### config.mk
export PLATFORM = sky130hd
export DESIGN_NAME = uart_row_loader
export DESIGN_NICKNAME = d
export VERILOG_FILES = /design/src/rtl/uart_row_loader.sv
export SDC_FILE = /design/constraint.sdc
export NUM_CORES = 1
export LEC_CHECK = 0
export CAP_MARGIN = 15
export CORE_MARGIN = 2
export CORE_UTILIZATION = 30
export CTS_CLUSTER_SIZE = 40
export DETAILED_ROUTE_END_ITERATION = 12
export PLACE_DENSITY = 0.58
export SETUP_SLACK_MARGIN = 0.3
export SLEW_MARGIN = 5
export SYNTH_ARGS = -nofsm -noshare
export SYNTH_HDL_FRONTEND = slang
export SYNTH_SLANG_ARGS = --single-unit
### constraint.sdc
create_clock -name clk_sys -period 3 [get_ports clk_sys]
set_input_delay 0.6 -clock clk_sys [delete_from_list [all_inputs] [get_ports clk_sys]]
set_output_delay 0.6 -clock clk_sys [all_outputs]
set_load 0.02 [all_outputs]
### src/rtl/uart_row_loader.sv
// UART row loader: parses A5/row/pixel packets into frame-RAM writes and answers ACK/NAK.
// Optional trailing checksum byte is enabled by defining UART_ROW_LOADER_CHECKSUM_EN.
module uart_row_loader #(
    parameter int WIDTH          = 640,
    parameter int HEIGHT         = 480,
    parameter int TIMEOUT_CYCLES = 2000000
) (
    input  logic        clk_sys,
    input  logic        rst_n,
    input  logic        rx_valid,
    input  logic [7:0]  rx_data,
    output logic        ram_wr,
    output logic [18:0] ram_addr,
    output logic [2:0]  ram_data,
    output logic        ans_valid,
    output logic [7:0]  ans_data,
    input  logic        ans_ready,
    output logic        row_done,
    output logic        overflow
);

    localparam int              NBYTES   = WIDTH / 2;
    localparam int              CW       = $clog2(NBYTES + 1);
    localparam int              TW       = $clog2(TIMEOUT_CYCLES + 1);
    localparam logic [CW-1:0]   CNT_LAST = CW'(NBYTES);
    localparam logic [TW-1:0]   TMO_LAST = TW'(TIMEOUT_CYCLES - 1);
    localparam logic [9:0]      HGT      = 10'(HEIGHT);
    localparam logic [18:0]     WID      = 19'(WIDTH);
    localparam logic [7:0]      ACK      = 8'h06;
    localparam logic [7:0]      NAK      = 8'h15;

    typedef enum logic [2:0] {IDLE, ROW_HI, ROW_LO, PIX, WR0, WR1, ANSWER} state_e;

    state_e        state_q, state_d;
    logic          row8_q, row8_d;
    logic [18:0]   base_q, base_d;
    logic [CW-1:0] cnt_q, cnt_d;
    logic [TW-1:0] tmo_q, tmo_d;
    logic [2:0]    hi_q, hi_d;
    logic [7:0]    hold_q, hold_d;
    logic          hold_vld_q, hold_vld_d;
    logic [7:0]    chk_q, chk_d;
    logic          ram_wr_q, ram_wr_d;
    logic [18:0]   ram_addr_q, ram_addr_d;
    logic [2:0]    ram_data_q, ram_data_d;
    logic          ans_valid_q, ans_valid_d;
    logic [7:0]    ans_data_q, ans_data_d;
    logic          row_done_q, row_done_d;
    logic          ovf_q, ovf_d;

    logic          take;
    logic [7:0]    take_byte;
    logic [8:0]    row_full;
    logic          expired;
    logic          go_ans, go_done;
    logic [7:0]    go_code;

    assign row_full = {row8_q, rx_data};
    assign expired  = (tmo_q == TMO_LAST);

    // In WR1 a held byte has priority; otherwise a byte arriving right now is used directly.
    always_comb begin
        take      = 1'b0;
        take_byte = rx_data;
        if (state_q == PIX) begin
            take = rx_valid;
        end else if (state_q == WR1) begin
            take = hold_vld_q | rx_valid;
            if (hold_vld_q) take_byte = hold_q;
        end
    end

    always_comb begin
        state_d     = state_q;
        row8_d      = row8_q;
        base_d      = base_q;
        cnt_d       = cnt_q;
        tmo_d       = '0;
        hi_d        = hi_q;
        hold_d      = hold_q;
        hold_vld_d  = hold_vld_q;
        chk_d       = chk_q;
        ram_wr_d    = 1'b0;
        ram_addr_d  = ram_addr_q;
        ram_data_d  = ram_data_q;
        ans_valid_d = ans_valid_q;
        ans_data_d  = ans_data_q;
        row_done_d  = 1'b0;
        ovf_d       = ovf_q;
        go_ans      = 1'b0;
        go_code     = NAK;
        go_done     = 1'b0;

        case (state_q)
            IDLE: begin
                if (rx_valid && rx_data == 8'hA5) state_d = ROW_HI;
            end
            ROW_HI: begin
                if (rx_valid) begin
                    row8_d  = rx_data[0];
                    chk_d   = rx_data;
                    state_d = ROW_LO;
                end else begin
                    tmo_d  = tmo_q + TW'(1);
                    go_ans = expired;
                end
            end
            ROW_LO: begin
                if (rx_valid) begin
                    chk_d = chk_q ^ rx_data;
                    if ({1'b0, row_full} >= HGT) begin
                        go_ans = 1'b1;
                    end else begin
                        base_d  = 19'(row_full) * WID;
                        cnt_d   = '0;
                        state_d = PIX;
                    end
                end else begin
                    tmo_d  = tmo_q + TW'(1);
                    go_ans = expired;
                end
            end
            WR0: begin
                ram_wr_d   = 1'b1;
                ram_addr_d = ram_addr_q + 19'd1;
                ram_data_d = hi_q;
                state_d    = WR1;
                if (rx_valid) begin
                    if (hold_vld_q) begin
                        ovf_d = 1'b1;
                    end else begin
                        hold_d     = rx_data;
                        hold_vld_d = 1'b1;
                    end
                end
            end
            PIX, WR1: begin
                if (state_q == WR1) begin
                    hold_vld_d = 1'b0;
                    if (hold_vld_q && rx_valid) ovf_d = 1'b1;
                end
                if (cnt_q == CNT_LAST) begin
`ifdef UART_ROW_LOADER_CHECKSUM_EN
                    if (take) begin
                        go_ans = 1'b1;
                        if (take_byte == chk_q) begin
                            go_code = ACK;
                            go_done = 1'b1;
                        end
                    end else if (state_q == WR1) begin
                        state_d = PIX;
                    end else begin
                        tmo_d  = tmo_q + TW'(1);
                        go_ans = expired;
                    end
`else
                    go_ans  = 1'b1;
                    go_code = ACK;
                    go_done = 1'b1;
`endif
                end else if (take) begin
                    ram_wr_d   = 1'b1;
                    ram_addr_d = base_q + 19'({cnt_q, 1'b0});
                    ram_data_d = take_byte[2:0];
                    hi_d       = take_byte[5:3];
                    cnt_d      = cnt_q + CW'(1);
                    chk_d      = chk_q ^ take_byte;
                    state_d    = WR0;
                end else if (state_q == WR1) begin
                    state_d = PIX;
                end else begin
                    tmo_d  = tmo_q + TW'(1);
                    go_ans = expired;
                end
            end
            ANSWER: begin
                if (ans_ready) begin
                    ans_valid_d = 1'b0;
                    state_d     = IDLE;
                end
            end
            default: state_d = IDLE;
        endcase

        if (go_ans) begin
            state_d     = ANSWER;
            ans_valid_d = 1'b1;
            ans_data_d  = go_code;
            row_done_d  = go_done;
            hold_vld_d  = 1'b0;
        end
    end

    always_ff @(posedge clk_sys) begin
        if (!rst_n) begin
            state_q     <= IDLE;
            row8_q      <= 1'b0;
            base_q      <= '0;
            cnt_q       <= '0;
            tmo_q       <= '0;
            hi_q        <= '0;
            hold_q      <= '0;
            hold_vld_q  <= 1'b0;
            chk_q       <= '0;
            ram_wr_q    <= 1'b0;
            ram_addr_q  <= '0;
            ram_data_q  <= '0;
            ans_valid_q <= 1'b0;
            ans_data_q  <= '0;
            row_done_q  <= 1'b0;
            ovf_q       <= 1'b0;
        end else begin
            state_q     <= state_d;
            row8_q      <= row8_d;
            base_q      <= base_d;
            cnt_q       <= cnt_d;
            tmo_q       <= tmo_d;
            hi_q        <= hi_d;
            hold_q      <= hold_d;
            hold_vld_q  <= hold_vld_d;
            chk_q       <= chk_d;
            ram_wr_q    <= ram_wr_d;
            ram_addr_q  <= ram_addr_d;
            ram_data_q  <= ram_data_d;
            ans_valid_q <= ans_valid_d;
            ans_data_q  <= ans_data_d;
            row_done_q  <= row_done_d;
            ovf_q       <= ovf_d;
        end
    end

    assign ram_wr    = ram_wr_q;
    assign ram_addr  = ram_addr_q;
    assign ram_data  = ram_data_q;
    assign ans_valid = ans_valid_q;
    assign ans_data  = ans_data_q;
    assign row_done  = row_done_q;
    assign overflow  = ovf_q;

endmodule
==> flow_summary_export.csv <==
group,metric,value,unit
status,status,"completed",
clock_network,cts_root_buf,"clkbuf_16",
setup_path,start_kind,"input port",
min_path,hold_path_startpoint,"base_q[9]",
cells_and_area,fin_nets,648,
setup_path,reg2reg_to,"ram_addr[13]",
placement,gp_congestion,0.808,
cells_and_area,area_growth,18.6,%
global_route,grt_overflow,0,
floorplanning,core,16000,µm²
route,drtIter0Drc,309,
setup_path,r2r_cells,7,
timing,slew_violations,0,
setup_path,required,3.23,ns
clock_network,cts_tree,"done",
timing,skew,0.00877,ns
route,route.detailed.drc,0,
floorplanning,io-pin-count,46,
synth,netlist_instances,579,
route,wl,12500,µm
timing,rsz0062_at_grt,"no",
route,route.vias.total,4370,
cells_and_area,drive_gt1_share,9.39,%
timing,setup_viol,0,
synth,syn_area,4950,µm²
route,wl_per_cell,15.0,µm
placement,dp_hpwl,8990,µm
floorplanning,dieArea,17600,µm²
clock_network,clock_latency,0.35,ns
clock_network,cts_sinks,85,
power_and_ir_drop,irDropWorstVdd,0.266,mV
synth,synthArstFlopShare,0,%
synth,synth_edf_count,0,
floorplanning,die_h,132,µm
global_route,grt_max_degree,33,
synth,yosys_warnings,0,
setup_path,arrival,2.76,ns
clock_network,numCtsBuffers,9,
synth,synth_sequential_area_ratio,34.4,%
cells_and_area,mostFrequentLayoutCells,"85 x dfxtp_1, 61 x nor2_1, 50 x a21oi_1, 45 x nand2_1, 41 x clkdlybuf4s50_1",
power_and_ir_drop,leakagePower,1.99,nW
setup_path,critical_path_class,"in2reg",
timing,post-route-period-util,84.3,%
setup_path,critPathMaxFanout,2,
route,dr.pass1.iters,5,
global_route,antenna_found_initial,0,
clock_network,htreeDepth,3,
route,vias_per_cell,5.24,
setup_path,r2r_start,"cnt_q[0]",
global_route,grt_pass1_wl,21000,µm
synth,synth_seq_cells,85,
global_route,grt_pass1_vias,4117,
synth,synth_ff_type,"dfxtp_1",
placement,io_buffers,41,
timing,fmax,395,MHz
clock_network,clock_path_buffers,2,
synth,yosysUniqueCellTypes,74,
min_path,holdPathEnd,"base_q[9]",
timing,period_needed,2.53,ns
flow_run,cap_violations,0,
clock_network,post_cts_buffers,0,
timing,final-hold-violation-count,0,
clock_network,clkTransAtPathRegs,0.07,ns
timing,timing.setup.tns,0,ns
setup_path,r2r_setup_slack,0.65,ns
route,antenna_left,0,
setup_path,end_kind,"flip-flop",
cells_and_area,layout_commonest_cell,"dfxtp_1",
placement,post-place-ws,0.00312,ns
floorplanning,die_x,132,µm
global_route,gr-usage-all-layers,14.5,%
floorplanning,initial_core_util,31.0,%
min_path,whs_path_depth,2,
timing,setup_ws,0.471,ns
timing,tightestPinTransition,0.726,ns
synth,avgSynthCellArea,8.55,µm²
power_and_ir_drop,powerDensity,455,nW/µm²
min_path,hp-class,"reg2reg",
floorplanning,rows,46,
timing,slew_headroom,51.6,%
cells_and_area,diodes,0,
cells_and_area,fillCellCount,1683,
## through the flow
stage	utilization [%]	hold slack [ns]	total power, W	instance area, µm²	cells
final	36.7	0.475	0.00268	5870	834
after CTS	36.7	0.474	0.00270	5870	834
after detailed placement	34.6	0.463	0.00148	5540	818
after global routing	36.7	0.501	0.00278	5870	834
after global placement	34.6	0.459	0.00147	5540	818
after floorplan	-	0.441	0.00140	4960	582
## per-layer routing
metal  global-route usage [%]  part of all wire [%]
met1                     21.3                    52
met3                     3.26                   4.3
met5                        0                     0
met4                     5.26                   1.5
met2                     20.5                    42
## kinds of logic after synthesis
logic type	Yosys count	synth area share, %
simple gates	220	23.4
compound gates	146	21.1
flops	85	34.4
buf+inv	53	5.58
xor+xnor	37	6.54
fa+ha+maj	23	6.11
mux	14	2.85
other cells	1	0.0757
## power by group
group / total, W / internal [W] / switching [W]
sequential: 0.00117 / 0.00114 / 0.0000289
combinational: 0.000286 / 0.000110 / 0.000177
clock: 0.00122 / 0.000750 / 0.000466
## state kept, by name (all words and copies together), names as in the netlist, 3 cells and up
name and flops:
hold_q 6, ans_data 3, hi_q 3, state_q 3
base_q 12, ram_addr 19, tmo_q 21, cnt_q 9
ram_data 3
## final cells by class
type	instances	area, µm²	area share (%)
multi-input combinational	444	2990	50.9
sequential	85	1700	29.0
timing repair buffer	56	523	8.90
tap	216	270	4.60
clock buffer	10	239	4.07
clock inverter	6	86.3	1.47
inverter	17	63.8	1.09
## repair_timing
item,in CTS,in global routing
endpoints found under the setup margin,0,2
resized for setup,0,1
hold buffers,0,0
## Yosys cell counts (3+ instances only)
cell type | instances | area, µm²
dfxtp_1 | 85 | 1700
nor2_1 | 61 | 229
a21oi_1 | 50 | 250
nand2_1 | 45 | 169
nand3_1 | 30 | 150
o21ai_0 | 27 | 135
xnor2_1 | 24 | 210
ha_1 | 21 | 263
inv_1 | 16 | 60.1
a211oi_1 | 14 | 105
clkbuf_1 | 14 | 52.6
mux2i_1 | 13 | 130
nand4_1 | 13 | 81.3
xor2_1 | 13 | 114
nor3_1 | 12 | 60.1
and3_1 | 10 | 62.6
buf_4 | 10 | 75.1
buf_2 | 8 | 40.0
a21o_1 | 7 | 52.6
and4_1 | 6 | 52.6
or3_1 | 6 | 37.5
a31oi_1 | 5 | 31.3
and2_1 | 5 | 31.3
nor4_1 | 5 | 31.3
buf_6 | 4 | 45.0
o2111ai_1 | 4 | 35.0
o211ai_1 | 4 | 30.0
o221a_2 | 4 | 45.0
and2b_4 | 3 | 30.0
nand2b_1 | 3 | 18.8
nand3b_1 | 3 | 22.5
nor3b_1 | 3 | 22.5
## worst max-delay path, stage by stage
cell and delay (ns):
clkdlybuf4s50_1 0.43, ha_1 0.31, ha_1 0.23, fa_1 0.42, buf_4 0.16, a21o_1 0.17
a211oi_1 0.24, nor2_1 0.05, o21ai_0 0.07, a21oi_1 0.08
## worst max-delay path by stage
stage                 endpoint  startpoint  slack [ns]
global route        base_q[16]  rx_data[1]        0.35
floorplan           base_q[16]  rx_data[1]        0.65
CTS                 base_q[16]  rx_data[1]        0.36
detailed placement  base_q[16]  rx_data[1]       0.003
finish              base_q[14]  rx_data[1]        0.47
global placement    base_q[16]  rx_data[1]        0.08
No activity file was read; power rests on OpenSTA's default activity.
